## src/rtl/patch_stream_scheduler_if.sv

```systemverilog
// Patch index stream between the scheduler (master) and the patch embedding engine (slave).
// The slave reads all_patches[patch_idx] on every cycle where patch_valid && patch_ready.
interface patch_stream_scheduler_if #(
  parameter int IDX_W = 4
) ();
  logic             patch_valid;
  logic             patch_ready;
  logic [IDX_W-1:0] patch_idx;
  logic             patch_last;

  modport master (
    output patch_valid,
    output patch_idx,
    output patch_last,
    input  patch_ready
  );

  modport slave (
    input  patch_valid,
    input  patch_idx,
    input  patch_last,
    output patch_ready
  );
endinterface

```

## src/rtl/patch_stream_scheduler.sv

```systemverilog
// Sequences one patchifier pass per frame, streams the patch indices, then releases the patchifier.
// Define PATCH_SCHED_TIMEOUT_EN to add the WAIT_PF watchdog and the sticky err / ERROR state.
//
// state     | meaning
// IDLE      | waiting for start
// LAUNCH    | pf_en pulse to the patchifier
// WAIT_PF   | waiting for patchifier DONE (watchdog runs here when enabled)
// STREAM    | offering patch indices 0..TOTAL_NUM_PATCHES-1
// RELEASE   | pf_output_taken pulse; aborted frames return to IDLE from here
// FINISH    | done pulse and frame_count update
// ERROR     | watchdog expired; start relaunches and clears err
module patch_stream_scheduler #(
  parameter int TOTAL_NUM_PATCHES = 16,
  parameter int IDX_W             = 4,
  parameter int FRAME_CNT_W       = 16,
  parameter int TIMEOUT_CYCLES    = 8192
) (
  input  logic                     clk,
  input  logic                     reset,
  input  logic                     start,
  input  logic                     abort,
  output logic                     busy,
  output logic                     done,
  output logic                     err,
  output logic [FRAME_CNT_W-1:0]   frame_count,
  output logic                     pf_en,
  input  logic [1:0]               pf_state,
  output logic                     pf_output_taken,
  patch_stream_scheduler_if.master patch
);

  localparam logic [1:0]       PF_DONE  = 2'b10;
  localparam logic [IDX_W-1:0] LAST_IDX = IDX_W'(TOTAL_NUM_PATCHES - 1);

  typedef enum logic [2:0] {
    S_IDLE,
    S_LAUNCH,
    S_WAIT_PF,
    S_STREAM,
    S_RELEASE,
    S_FINISH,
    S_ERROR
  } state_t;

  state_t state;
  logic   aborted;
  logic   xfer;

  assign xfer = patch.patch_valid && patch.patch_ready;

`ifdef PATCH_SCHED_TIMEOUT_EN
  localparam int                WAIT_W     = (TIMEOUT_CYCLES > 1) ? $clog2(TIMEOUT_CYCLES) : 1;
  localparam logic [WAIT_W-1:0] WAIT_LIMIT = WAIT_W'(TIMEOUT_CYCLES - 1);

  logic [WAIT_W-1:0] wait_cnt;
  logic              err_q;

  assign err = err_q;
`else
  assign err = 1'b0;
`endif

  always_ff @(posedge clk or negedge reset) begin
    if (!reset) begin
      state             <= S_IDLE;
      aborted           <= 1'b0;
      busy              <= 1'b0;
      done              <= 1'b0;
      frame_count       <= '0;
      pf_en             <= 1'b0;
      pf_output_taken   <= 1'b0;
      patch.patch_valid <= 1'b0;
      patch.patch_idx   <= '0;
      patch.patch_last  <= 1'b0;
`ifdef PATCH_SCHED_TIMEOUT_EN
      wait_cnt          <= '0;
      err_q             <= 1'b0;
`endif
    end else begin
      pf_en           <= 1'b0;
      pf_output_taken <= 1'b0;
      done            <= 1'b0;

      case (state)
        S_IDLE: begin
          if (start) begin
            state <= S_LAUNCH;
            pf_en <= 1'b1;
            busy  <= 1'b1;
          end
        end

        S_LAUNCH: begin
          state <= S_WAIT_PF;
`ifdef PATCH_SCHED_TIMEOUT_EN
          wait_cnt <= '0;
`endif
        end

        S_WAIT_PF: begin
          if (pf_state == PF_DONE) begin
            state             <= S_STREAM;
            patch.patch_valid <= 1'b1;
            patch.patch_idx   <= '0;
            patch.patch_last  <= (LAST_IDX == '0);
          end
`ifdef PATCH_SCHED_TIMEOUT_EN
          else if (wait_cnt == WAIT_LIMIT) begin
            state <= S_ERROR;
            err_q <= 1'b1;
            busy  <= 1'b0;
          end else begin
            wait_cnt <= wait_cnt + WAIT_W'(1);
          end
`endif
        end

        S_STREAM: begin
          // abort takes priority; a coinciding transfer still happened on the bus
          if (abort || (xfer && patch.patch_last)) begin
            state             <= S_RELEASE;
            patch.patch_valid <= 1'b0;
            patch.patch_last  <= 1'b0;
            pf_output_taken   <= 1'b1;
            aborted           <= abort;
          end else if (xfer) begin
            patch.patch_idx  <= patch.patch_idx + IDX_W'(1);
            patch.patch_last <= ((patch.patch_idx + IDX_W'(1)) == LAST_IDX);
          end
        end

        S_RELEASE: begin
          if (aborted) begin
            state <= S_IDLE;
            busy  <= 1'b0;
          end else begin
            state       <= S_FINISH;
            done        <= 1'b1;
            frame_count <= frame_count + FRAME_CNT_W'(1);
          end
        end

        S_FINISH: begin
          state <= S_IDLE;
          busy  <= 1'b0;
        end

        S_ERROR: begin
`ifdef PATCH_SCHED_TIMEOUT_EN
          if (start) begin
            state <= S_LAUNCH;
            err_q <= 1'b0;
            pf_en <= 1'b1;
            busy  <= 1'b1;
          end
`else
          state <= S_IDLE;
`endif
        end

        default: state <= S_IDLE;
      endcase
    end
  end

endmodule

```

## src/flat_wrapper.sv

```systemverilog
// flat-port wrapper written by rule: the top's interface ports become plain ports
module patch_stream_scheduler_flat 
#(
  parameter int TOTAL_NUM_PATCHES = 16,
  parameter int IDX_W             = 4,
  parameter int FRAME_CNT_W       = 16,
  parameter int TIMEOUT_CYCLES    = 8192
)
  (clk, reset, start, abort, busy, done, err, frame_count, pf_en, pf_state, pf_output_taken, patch_patch_valid, patch_patch_idx, patch_patch_last, patch_patch_ready);
  patch_stream_scheduler_if #(.IDX_W(IDX_W)) patch_i ();
  input  logic clk;
  input  logic reset;
  input  logic start;
  input  logic abort;
  output logic busy;
  output logic done;
  output logic err;
  output logic [FRAME_CNT_W-1:0] frame_count;
  output logic pf_en;
  input  logic [1:0] pf_state;
  output logic pf_output_taken;
  output wire logic [$bits(patch_i.patch_valid)-1:0] patch_patch_valid;
  output wire logic [$bits(patch_i.patch_idx)-1:0] patch_patch_idx;
  output wire logic [$bits(patch_i.patch_last)-1:0] patch_patch_last;
  input wire logic [$bits(patch_i.patch_ready)-1:0] patch_patch_ready;
  assign patch_patch_valid = patch_i.patch_valid;
  assign patch_patch_idx = patch_i.patch_idx;
  assign patch_patch_last = patch_i.patch_last;
  assign patch_i.patch_ready = patch_patch_ready;
  patch_stream_scheduler #(.TOTAL_NUM_PATCHES(TOTAL_NUM_PATCHES), .IDX_W(IDX_W), .FRAME_CNT_W(FRAME_CNT_W), .TIMEOUT_CYCLES(TIMEOUT_CYCLES)) u_core (.clk(clk), .reset(reset), .start(start), .abort(abort), .busy(busy), .done(done), .err(err), .frame_count(frame_count), .pf_en(pf_en), .pf_state(pf_state), .pf_output_taken(pf_output_taken), .patch(patch_i));
endmodule
```

## config.mk

```make
export PLATFORM = sky130hd
export DESIGN_NAME = patch_stream_scheduler_flat
export DESIGN_NICKNAME = d
export VERILOG_FILES = /design/src/rtl/patch_stream_scheduler_if.sv /design/src/rtl/patch_stream_scheduler.sv /design/src/flat_wrapper.sv
export SDC_FILE = /design/constraint.sdc
export NUM_CORES = 1
export LEC_CHECK = 0
export ABC_AREA = 1
export BUFFER_PORTS_ARGS = -buffer_cell sky130_fd_sc_hd__buf_4
export CAP_MARGIN = 20
export CORE_MARGIN = 3
export CORE_UTILIZATION = 53
export CTS_CLUSTER_SIZE = 14
export DETAILED_ROUTE_END_ITERATION = 10
export PLACE_DENSITY = 0.78
export REMOVE_ABC_BUFFERS = 1
export SLEW_MARGIN = 25
export SYNTH_ARGS = -nofsm -noshare
export SYNTH_HDL_FRONTEND = slang
export SYNTH_SLANG_ARGS = --single-unit
```

## constraint.sdc

```tcl
create_clock -name clk -period 1.55 [get_ports clk]
set_input_delay 0.31 -clock clk [delete_from_list [all_inputs] [get_ports clk]]
set_output_delay 0.31 -clock clk [all_outputs]
set_load 0.005 [all_outputs]
```

==> run metrics <==
Clock power frac 20.9%; Reg clk slew, reported paths about 0.10 ns; Inserted Clock Buffers 5; I/O pin count 34; Overflow after GRT 0; Fin Hold WS roughly 0.25 ns; synthesized area per cell approximately 8.2 µm²; Max FO, Critical Path 5; htree depth 2; P_sw approximately 0.88 mW; register area share after synthesis roughly half; Post-synth EDFFs 0; PortBufs 32; Pint roughly 1.5 mW; vias in the first global route roughly 1,200; Final Power between 2 and 2.5 mW; Initial Util about three fifths; Ys Warns 0; main flop type after synthesis dfrtp_1; dpl hpwl roughly 2.3 mm; status finished clean; cell taking the most area after synthesis dfrtp_1; DRC 0; CP endpoint kind flip-flop; Post-Syn Area roughly 1500 µm²; maximum number of pins on one net before global-route repair 31; Worst-Skew Late Latency about 0.33 ns; Num Clock Sinks 30; pwr dens 1250 nW/µm²; vias post-DR ~1,300; Tmin final 1.44 ns; Final Skew 0.00486 ns; Simple-Gate Fraction of Synth Area between 20 and 30%; Core Area about 2600 µm²; Die Height between 50 and 60 µm; fin area between 1500 and 2000 µm²; Hold Vio Cnt, Final 0; sequential share of power between 40% and 50%; Starting DRT DRC Count between 50 and 60; layout cells sized above 1 between 20% and 30%; fin crit share between 90% and 100%; Worst Setup Path Type reg2reg; startpoint types flip-flop; Yosys top cell area share between 40% and 50%; flops & latches, synth 30; worst vdd ir 1.11 mV; first-pass GRT wire length about 5.2 mm; post-synthesis instance total 186; fin. max-slew vios 0; Synth area leaders dfrtp_1, nand2_1, inv_1; Compound-Gate Fraction of Synth Area 4.62%; adder and majority gate portion of the synthesized area 2.47%; asr flop ratio synth 100%; Global Route Usage Sum about a fifth; distinct cell type count after synthesis 23; Filler cells ~210; TritonCTS clock tree done; number of iterations in the first detailed-routing pass 4; Fmax 692 MHz; die area 3540 µm²; Vias per Instance about 5; post-synthesis mux area share 0%; initial antenna violation count 0; Post-Route Setup TNS 0 ns; row cnt 18; antenna-violating nets left 0; max cap viols 0; Post-Route WL 3.16 mm; nets 237; hold crit path type in2reg; Antenna diodes 0; final setup fails 0; CTS Buffer Depth 2; CTS Root Cell clkbuf_4; worst endpoint data arrival time around 1.7 ns; Area Overhead vs Synth 24.4%; combinational cell fraction of total power between 30% and 40%; LEAKAGE about 0.98 nW; largest family of logic cells by synthesized area simple AND/OR/NAND/NOR gates; RSZ-0062 raised after global routing yes; most numerous cell in the Yosys netlist nand2_1; Synth Area in XOR/XNOR slightly below 7%; Critical Path RT 1.78 ns; gpl congestion slightly above 0.8; WL/cell ~12 µm; commonest cells in the synthesized netlist nand2_1, dfrtp_1, inv_1; die width just under 60 µm; placed cell area 1800 µm²; switch share between 30% and 40%
kinds of logic after synthesis:
family | count (synthesis)
adder cells (fa/ha/maj) | 3
other | 1
buffers and inverters | 29
AND/OR/NAND/NOR | 98
AO/OA/AOI/OAI | 13
XOR/XNOR | 12
flip-flops | 30
power groups by stage:
stage,Sequential [mW],Combinational (mW),Clock (mW)
final,1.08,0.780,0.492
after global routing,1.10,0.885,0.541
after CTS,1.08,0.769,0.502
after detailed placement,1.09,0.763,0
after global placement,1.08,0.743,0
after floorplan,1.07,0.467,0
cell usage in the layout (no fill, tap or decap):
master	n
o21ai_0	5
or2_2	1
a21oi_1	2
nand3_2	1
nor2_2	1
conb_1	1
nand3_1	15
nand4_1	6
nor2_4	4
o21a_1	1
nor2_1	16
nand2_1	49
clkbuf_1	1
dfrtp_1	30
buf_4	34
inv_2	1
clkbuf_8	1
inv_1	27
nor3_1	2
clkinv_2	1
dlygate4sd3_1	1
xor2_1	6
a21boi_0	1
xnor2_1	6
o21ai_1	4
ha_1	3
clkbuf_4	5
nand2_2	3
area by class of cell:
cell class	count	area, µm²	area share [%]
sequential	30	751	39.8
tap	30	37.5	1.99
clock buffer	7	55.1	2.92
multi-input combinational	127	669	35.5
clock inverter	1	5.00	0.265
timing repair buffer	35	265	14.0
inverter	28	105	5.57
metal layers:
layer / wire length [µm] / GRT usage, % / vias to the layer above
met4: 40 / 5.70 / 0
met1: 1380 / 24.8 / 612
li1: - / - / 664
met3: 197 / 5.88 / 6
met2: 1540 / 33.1 / 41
met5: 0 / 0 / -
registers in the layout, indices dropped and copies added (netlist names):
signal / cells
u_core.frame_count: 16
u_core.patch.patch_idx: 4
u_core.state: 3
u_core.aborted: 1
u_core.busy: 1
u_core.done: 1
u_core.patch.patch_last: 1
u_core.patch.patch_valid: 1
u_core.pf_en: 1
u_core.pf_output_taken: 1
worst max-delay path, cell delays in order (launching register included):
cell	delay, ns
dfrtp_1	0.41
nor2_1	0.23
nand3_2	0.21
nor2_1	0.22
nand3_1	0.12
xor2_1	0.15
worst paths after layout:
kind | to | slack (ns) | depth (start not counted) | start
worst max-delay path | u_core.frame_count[4] | 0.11 | 5 | u_core.state[1]
worst min-delay path | u_core.pf_en | 0.25 | 3 | start
worst max register to register | u_core.frame_count[4] | 0.11 | 5 | u_core.state[1]
worst min register to register | u_core.aborted | 0.50 | 2 | u_core.aborted
max in group asynchronous | u_core.frame_count[13] | 0.82 | 2 | reset
min in group asynchronous | u_core.patch.patch_valid | 0.45 | 2 | reset
stage by stage:
step / util, % / std cells / setup WS (ns)
after global routing: 72.9 / 258 / -0.00566
after CTS: 72.3 / 258 / 0.0635
after detailed placement: 69.6 / 249 / 0.0980
after floorplan: - / 185 / 0.295
after global placement: 69.6 / 249 / 0.195
final: 72.9 / 258 / 0.105
repair_timing:
action / CTS / global route
hold buffers: 1 / 0
gates resized for setup: 0 / 4
buffers inserted: 0 / 0
endpoints found under the hold margin: 30 / 0
endpoints found under the setup margin: 0 / 8
Note: power is estimated with default switching activity, not from simulation.
